## config.mk

```make
export PLATFORM = sky130hd
export DESIGN_NAME = fifo_burst_reader
export DESIGN_NICKNAME = d
export VERILOG_FILES = /design/src/rtl/fifo_burst_reader_pkg.sv /design/src/rtl/fifo_burst_reader_timer.sv /design/src/rtl/fifo_burst_reader.sv
export SDC_FILE = /design/constraint.sdc
export NUM_CORES = 1
export LEC_CHECK = 0
export ABC_AREA = 1
export CAP_MARGIN = 20
export CORE_MARGIN = 1.5
export CORE_UTILIZATION = 45
export CTS_CLUSTER_SIZE = 12
export DETAILED_ROUTE_END_ITERATION = 10
export GPL_TIMING_DRIVEN = 0
export MAX_ROUTING_LAYER = met4
export PLACE_DENSITY = 0.83
export SYNTH_ARGS = -nofsm -noshare
export SYNTH_HDL_FRONTEND = slang
export SYNTH_SLANG_ARGS = --single-unit
```

## constraint.sdc

```tcl
create_clock -name clk -period 3.55 [get_ports clk]
set_clock_uncertainty 0.05 [all_clocks]
set_input_delay 0.71 -clock clk [delete_from_list [all_inputs] [get_ports clk]]
set_output_delay 0.71 -clock clk [all_outputs]
set_load 0.01 [all_outputs]
```

## src/rtl/fifo_burst_reader_pkg.sv

```systemverilog
// Shared state encoding and counter sizing for the FIFO burst reader.
package fifo_burst_reader_pkg;

    typedef logic [1:0] state_t;

    localparam state_t StIdle  = 2'd0;
    localparam state_t StBurst = 2'd1;
    localparam state_t StDrain = 2'd2;

    // Bits needed to hold the values 0..n inclusive (never less than one bit).
    function automatic int unsigned cnt_width(input int unsigned n);
        return (n < 1) ? 1 : $clog2(n + 1);
    endfunction

endpackage

```

## src/rtl/fifo_burst_reader_timer.sv

```systemverilog
// Idle-with-data timeout: requests an auto-drain after timeout_cycles quiet IDLE cycles.
// Instantiated only when FIFO_BURST_READER_TIMEOUT_EN is defined.
module fifo_burst_reader_timer
    import fifo_burst_reader_pkg::*;
#(
    parameter int unsigned timeout_cycles = 256
) (
    input  logic clk_i,
    input  logic rst_ni,
    input  logic idle_i,
    input  logic fifo_empty_i,
    input  logic fifo_almost_full_i,
    input  logic pop_i,
    output logic drain_req_o
);

    localparam int unsigned TmoW = cnt_width(timeout_cycles);

    logic [TmoW-1:0] cnt_q, cnt_d;
    logic            req_q, req_d;
    logic            hit;

    assign hit = (cnt_q == TmoW'(timeout_cycles));

    always_comb begin
        cnt_d = cnt_q;
        if (pop_i || fifo_empty_i) begin
            cnt_d = '0;
        end else if (idle_i && !fifo_almost_full_i && !hit) begin
            cnt_d = cnt_q + 1'b1;
        end
        // Once fired, keep requesting drains until the FIFO has been emptied.
        req_d = !fifo_empty_i && (req_q || hit);
    end

    always_ff @(posedge clk_i or negedge rst_ni) begin
        if (!rst_ni) begin
            cnt_q <= '0;
            req_q <= 1'b0;
        end else begin
            cnt_q <= cnt_d;
            req_q <= req_d;
        end
    end

    assign drain_req_o = req_q || hit;

endmodule

```

## src/rtl/fifo_burst_reader.sv

```systemverilog
// Read-side controller for a fifo: pops fixed-length bursts on almost-full, single beats on
// drain, into a one-deep valid/ready output stage. Optional macro: FIFO_BURST_READER_TIMEOUT_EN.
module fifo_burst_reader
    import fifo_burst_reader_pkg::*;
#(
    parameter int unsigned width          = 32,
    parameter int unsigned burst_len      = 8,
    parameter int unsigned timeout_cycles = 256
) (
    input  logic             clk,
    input  logic             reset_n,
    output logic             fifo_rd_en,
    input  logic [width-1:0] fifo_rd_data,
    input  logic             fifo_empty,
    input  logic             fifo_almost_full,
    input  logic             flush_req,
    output logic             out_valid,
    input  logic             out_ready,
    output logic [width-1:0] out_data,
    output logic             out_last,
    output logic             busy
);

    localparam int unsigned CntW = cnt_width(burst_len);

    state_t           state_q, state_d;
    logic [CntW-1:0]  cnt_q, cnt_d;
    logic             out_valid_q, out_valid_d;
    logic             out_last_q, out_last_d;
    logic [width-1:0] out_data_q, out_data_d;
    logic             pop;
    logic             tmo_req;

`ifdef FIFO_BURST_READER_TIMEOUT_EN
    fifo_burst_reader_timer #(
        .timeout_cycles(timeout_cycles)
    ) u_timer (
        .clk_i             (clk),
        .rst_ni            (reset_n),
        .idle_i            (state_q == StIdle),
        .fifo_empty_i      (fifo_empty),
        .fifo_almost_full_i(fifo_almost_full),
        .pop_i             (pop),
        .drain_req_o       (tmo_req)
    );
`else
    logic unused_timeout_cycles;
    assign unused_timeout_cycles = ^timeout_cycles;
    assign tmo_req = 1'b0;
`endif

    // Never pop an empty FIFO, and only pop when the output stage frees up this cycle.
    assign pop = ((state_q == StBurst && cnt_q != '0) || state_q == StDrain) &&
                 !fifo_empty && (!out_valid_q || out_ready);

    always_comb begin
        state_d = state_q;
        cnt_d   = cnt_q;
        case (state_q)
            StIdle: begin
                if (fifo_almost_full) begin
                    state_d = StBurst;
                    cnt_d   = CntW'(burst_len);
                end else if ((flush_req || tmo_req) && !fifo_empty) begin
                    state_d = StDrain;
                end
            end
            StBurst: begin
                if (pop) begin
                    cnt_d = cnt_q - 1'b1;
                    if (cnt_q == CntW'(1)) begin
                        state_d = StIdle;
                    end
                end
            end
            StDrain: begin
                if (pop) begin
                    state_d = StIdle;
                end
            end
            default: state_d = StIdle;
        endcase
    end

    always_comb begin
        out_valid_d = out_valid_q;
        out_data_d  = out_data_q;
        out_last_d  = out_last_q;
        if (pop) begin
            out_valid_d = 1'b1;
            out_data_d  = fifo_rd_data;
            out_last_d  = (state_q == StDrain) || (cnt_q == CntW'(1));
        end else if (out_ready) begin
            out_valid_d = 1'b0;
        end
    end

    always_ff @(posedge clk or negedge reset_n) begin
        if (!reset_n) begin
            state_q     <= StIdle;
            cnt_q       <= '0;
            out_valid_q <= 1'b0;
            out_data_q  <= '0;
            out_last_q  <= 1'b0;
        end else begin
            state_q     <= state_d;
            cnt_q       <= cnt_d;
            out_valid_q <= out_valid_d;
            out_data_q  <= out_data_d;
            out_last_q  <= out_last_d;
        end
    end

    assign fifo_rd_en = pop;
    assign out_valid  = out_valid_q;
    assign out_data   = out_data_q;
    assign out_last   = out_last_q;
    assign busy       = (state_q != StIdle) || out_valid_q;

endmodule

```

### Word level (Yosys, flattened, before mapping)

Index checks and enable logic that the tools add are counted.

| storage, ports and cells | value |
|---|---|
| flip-flop bits (word level) | 40 |
| input bits | 38 |
| output and inout bits | 36 |
| word-level logic and storage cells | 42 |

| operators by class | value |
|---|---|
| add/sub/neg operators | 1 |
| equal/unequal tests | 8 |
| muxes and demuxes | 11 |
| reductions and logical operators | 17 |

Operators with widths:

| cell | count |
|---|---|
| 2-to-1 mux 2 bit | 5 |
| 2-to-1 mux 4 bit | 2 |
| case mux 4 bit (2 select lines) | 1 |
| != test 2 bit, second input constant | 3 |
| case mux 2 bit (3 select lines) | 1 |
| nonzero test 2 bit | 3 |
| == test 4 x 1 -> 1 bit, second input constant | 1 |
| logical AND 1 bit | 4 |
| logical OR 1 bit | 4 |
| AND reduction 4 bit | 1 |
| nonzero test 4 bit | 1 |
| subtractor 4 x 1 -> 4 bit, second input constant | 1 |
| != test 3 bit, second input constant | 1 |
| AND reduction 3 bit | 1 |
| == test 2 x 1 -> 1 bit, second input constant | 1 |
| == test 2 bit, second input constant | 1 |
| zero test 1 bit | 2 |
| zero test 2 bit | 1 |
| 2-to-1 mux 1 bit | 2 |
| != test 2 x 1 -> 1 bit, second input constant | 1 |

### Logic depth before layout (Yosys ltp)

Gate-level depths: netlist of run 1.

| logic depth | value |
|---|---|
| word-level depth | 7 |
| mapped depth | 10 |
| gate-level depth less buffers | 10 |

### Least setup slack after synthesis of run 1

OpenSTA, ideal clock, no wires.

| path | value |
|---|---|
| path type | input to output |
| start | in out_ready |
| end | out fifo_rd_en |
| data arrival time | 1.200 ns |
| required time | 2.790 ns |
| slack | 1.590 ns |
| stages on the path | 5 |
| buffers on the path | 1 |
| cell sequence | inv_1 -> nand2_1 -> nand3_2 -> inv_2 -> buf_4 |

| on the way | value |
|---|---|
| longest elaborated chain between the ends | 2 |

Ends and longest elaborated chain:

| item | RTL line | source |
|---|---|---|
| from (decl) | fifo_burst_reader.sv:18 | `input logic out_ready,` |
| logical OR 1 bit | fifo_burst_reader.sv:54 | `!fifo_empty && (!out_valid_q \|\| out_ready);` |
| logical AND 1 bit | fifo_burst_reader.sv:54 |  |
| to (decl) | fifo_burst_reader.sv:12 | `output logic fifo_rd_en,` |

No other way between the ends.

### Worst setup path after layout of run 1

Same ends and word-level chain as after synthesis.

==> impl_metrics.py, run 1 <==
metrics = {
    "run_status": {
        "outcome": "complete, no violations",
    },
    "worst_setup_path": {
        "reg2reg_from": "cnt_q[0]",
        "cp-end-kind": "primary output",
        "cp.required_ps": 2790,
        "r2r-end": "out_data[8]",
        "start_kind": "primary input",
        "worstPathArrival_ps": 2310,
        "critical_path_class": "in2out",
        "regToRegSetupSlack_ps": 1900,
        "reg2reg_depth": 9,
        "crit_fanout": 10,
        "cp-endpoint": "fifo_rd_en",
        "startpoint": "out_ready",
    },
    "global_routing": {
        "grt_pass1_wl_um": 6730,
        "grt_max_degree": 41,
        "gr-total-overflow": 0,
        "antenna_found_initial": 0,
        "grtUsageTotal_pct": 21.5,
        "grt_pass1_vias": 1548,
    },
    "timing": {
        "finalSetupTns_ps": 0,
        "fmax_mhz": 326,
        "drv_slew": 0,
        "hold_slack_ps": 428,
        "worstMarginPinSlew_ps": 846,
        "hold_viol": 0,
        "final_min_period_over_clock_period_pct": 86.5,
        "min_period_ps": 3070,
        "rsz0062_at_grt": "no",
        "layout_setup_ws_ps": 480,
        "maxSlewHeadroom_pct": 43.6,
        "final-setup-viol-count": 0,
    },
    "layout": {
        "final_core_util_pct": 71.0,
        "final_nets": 326,
        "final_area_um2": 2600,
        "nFillCells": 285,
        "diodes": 0,
        "post_route_cells_drive_above_1_share_pct": 7.32,
        "layout-area-overhead-vs-synth_pct": 51.0,
        "instances_no_fill": 335,
    },
    "placement": {
        "dp_cells": 327,
        "port_buffers": 73,
        "place_area_um2": 2510,
        "routabilityCongestion": 0.826,
        "pre_cts_ws_ps": 477,
        "hpwl_um": 2860,
    },
    "routing": {
        "drc": 0,
        "drtIter0Drc": 56,
        "met1Wirelength_um": 1720,
        "drt_wl_total_um": 3910,
        "top_layer": "met4",
        "routed_via_density": 4.73,
        "met3_length_um": 235,
        "met2_length_um": 1880,
        "wl_per_cell_um": 11.7,
        "antenna_left": 0,
        "vias": 1586,
        "dr.pass1.iters": 4,
    },
    "clock_network": {
        "clk_latency_ps": 290,
        "clk_pin_slew_ps": 70,
        "numCtsBuffers": 5,
        "cts_hold_buf": 0,
        "post_cts_resized": 0,
        "cts_tree": "built",
        "post_cts_buffers": 0,
        "cts-root-buf": "clkbuf_8",
        "htree_levels": 2,
        "cts_sinks": 40,
        "clock_path_buffers": 2,
    },
    "synth": {
        "synth_fp_nets": 246,
        "syn_area_um2": 1720,
        "synthTopCellsByCount": "118 x nand2_1, 40 x dfrtp_1, 12 x nand3_1",
        "yosys-top-cells-area": "dfrtp_1 58%, nand2_1 26%, nand3_1 3.5%, inv_1 2.0%, buf_6 2.0%",
        "netlist.area_leader.share_pct": 58.1,
        "async_flop_share_pct": 100,
        "ys_seq_area_share_pct": 58.1,
        "yosysTopAreaCell": "dfrtp_1",
        "yosys_warnings": 0,
        "synth_cell_types": 17,
        "synth_edf_count": 0,
        "synth_ff_type": "dfrtp_1",
        "synthCells": 206,
        "synth.avg_cell_area_um2": 8.36,
        "synthMostInstantiatedCell": "nand2_1",
        "ys_ff_latch": 40,
    },
    "min_path": {
        "min_from": "out_data[17]",
        "hold_class": "reg2reg",
    },
    "power": {
        "power_density_nw_per_um2": 847,
        "power_mw": 2.20,
        "leakagePower_nw": 1.33,
        "irDropWorstVdd_mv": 0.469,
    },
    "floorplan": {
        "die_area_um2": 4210,
        "initial_utilization_pct": 47.0,
        "fp.dieW_um": 64.9,
        "rows": 22,
        "die_y_um": 64.9,
        "io_pins": 74,
        "core-area_um2": 3660,
    },
    "run": {
        "max-cap-violations": 0,
    },
}
-- per-layer routing --
layer | vias up | track usage (%)
met5 | - | -
met4 | 0 | 6.65
met3 | 8 | 5.38
met2 | 51 | 35.8
met1 | 738 | 25.9
li1 | 789 | -
-- layout by cell type (no fill, tap or decap), drive strengths merged --
master / netlist / routed
nand3: 13 / 13
nand4: 1 / 1
o21ai: 3 / 3
nor3b: 1 / 1
clkbuf: 1 / 7
dfrtp: 40 / 40
nor2: 6 / 6
buf: 6 / 7
clkinv: 0 / 2
ha: 2 / 2
nand2: 118 / 118
inv: 11 / 11
a21oi: 2 / 2
or2: 2 / 2
clkdlybuf4s50: 0 / 72
-- area by class of cell --
cell class	instances	area [µm²]	area share, %
Buffer	7	60.1	2.31
Clock inverter	2	10.0	0.385
Tap cell	48	60.1	2.31
Clock buffer	6	82.6	3.18
Sequential cell	40	1000	38.5
Inverter	11	41.3	1.59
Multi-Input combinational cell	148	619	23.8
Timing Repair Buffer	73	726	27.9
-- worst min-delay path by stage --
| stage | to | slack [ps] | depth (start not counted) |
|---|---|---|---|
| finish | out_data[17] | 430 | 2 |
| global route | out_data[31] | 440 | 2 |
| CTS | out_data[17] | 430 | 2 |
| detailed placement | out_data[17] | 410 | 2 |
| global placement | out_data[14] | 410 | 2 |
| floorplan | cnt_q[0] | 360 | 0 |
-- where the power goes --
group | total, mW | internal [mW] | switching [mW]
clock network | 0.308 | 0.155 | 0.153
logic | 1.10 | 0.570 | 0.531
registers | 0.794 | 0.672 | 0.122
total | 2.20 | 1.40 | 0.807
-- registers in the layout, indices dropped and copies added (netlist names) --
name       flops
cnt_q          4
out_valid      1
out_last       1
state_q        2
out_data      32
-- worst max-delay path, stage by stage --
cell and delay (ps):
clkdlybuf4s50_1 450, inv_1 30, nand2_1 110, nand3_2 120, inv_2 140, buf_4 190
clkdlybuf4s50_1 550
-- cells by family after synthesis --
kind of cell	after synthesis	synth area share, %
and+or+nand+nor	141	33.1
DFF	40	58.1
buffers and inverters	18	5.89
adders and majority gates	2	1.45
AOI/OAI and AO/OA	5	1.45
No activity file was read; power rests on OpenSTA's default activity.
==> run 2, diff against run 1 <==
Settings changed: SYNTH_HIERARCHICAL set to 1, TNS_END_PERCENT set to 5.
==> results of run 2 <==
No change in the layout: final DEF, timing and power equal those of run 1.
Among the figures that moved: Yosys warning count 0 -> 6
==> run 3, diff against run 2 <==
Settings changed: HOLD_SLACK_MARGIN set to 0.02.
==> results of run 3 <==
No change in the layout: final DEF, timing and power equal those of run 1.
Among the figures that moved: Yosys warning count 0 -> 6
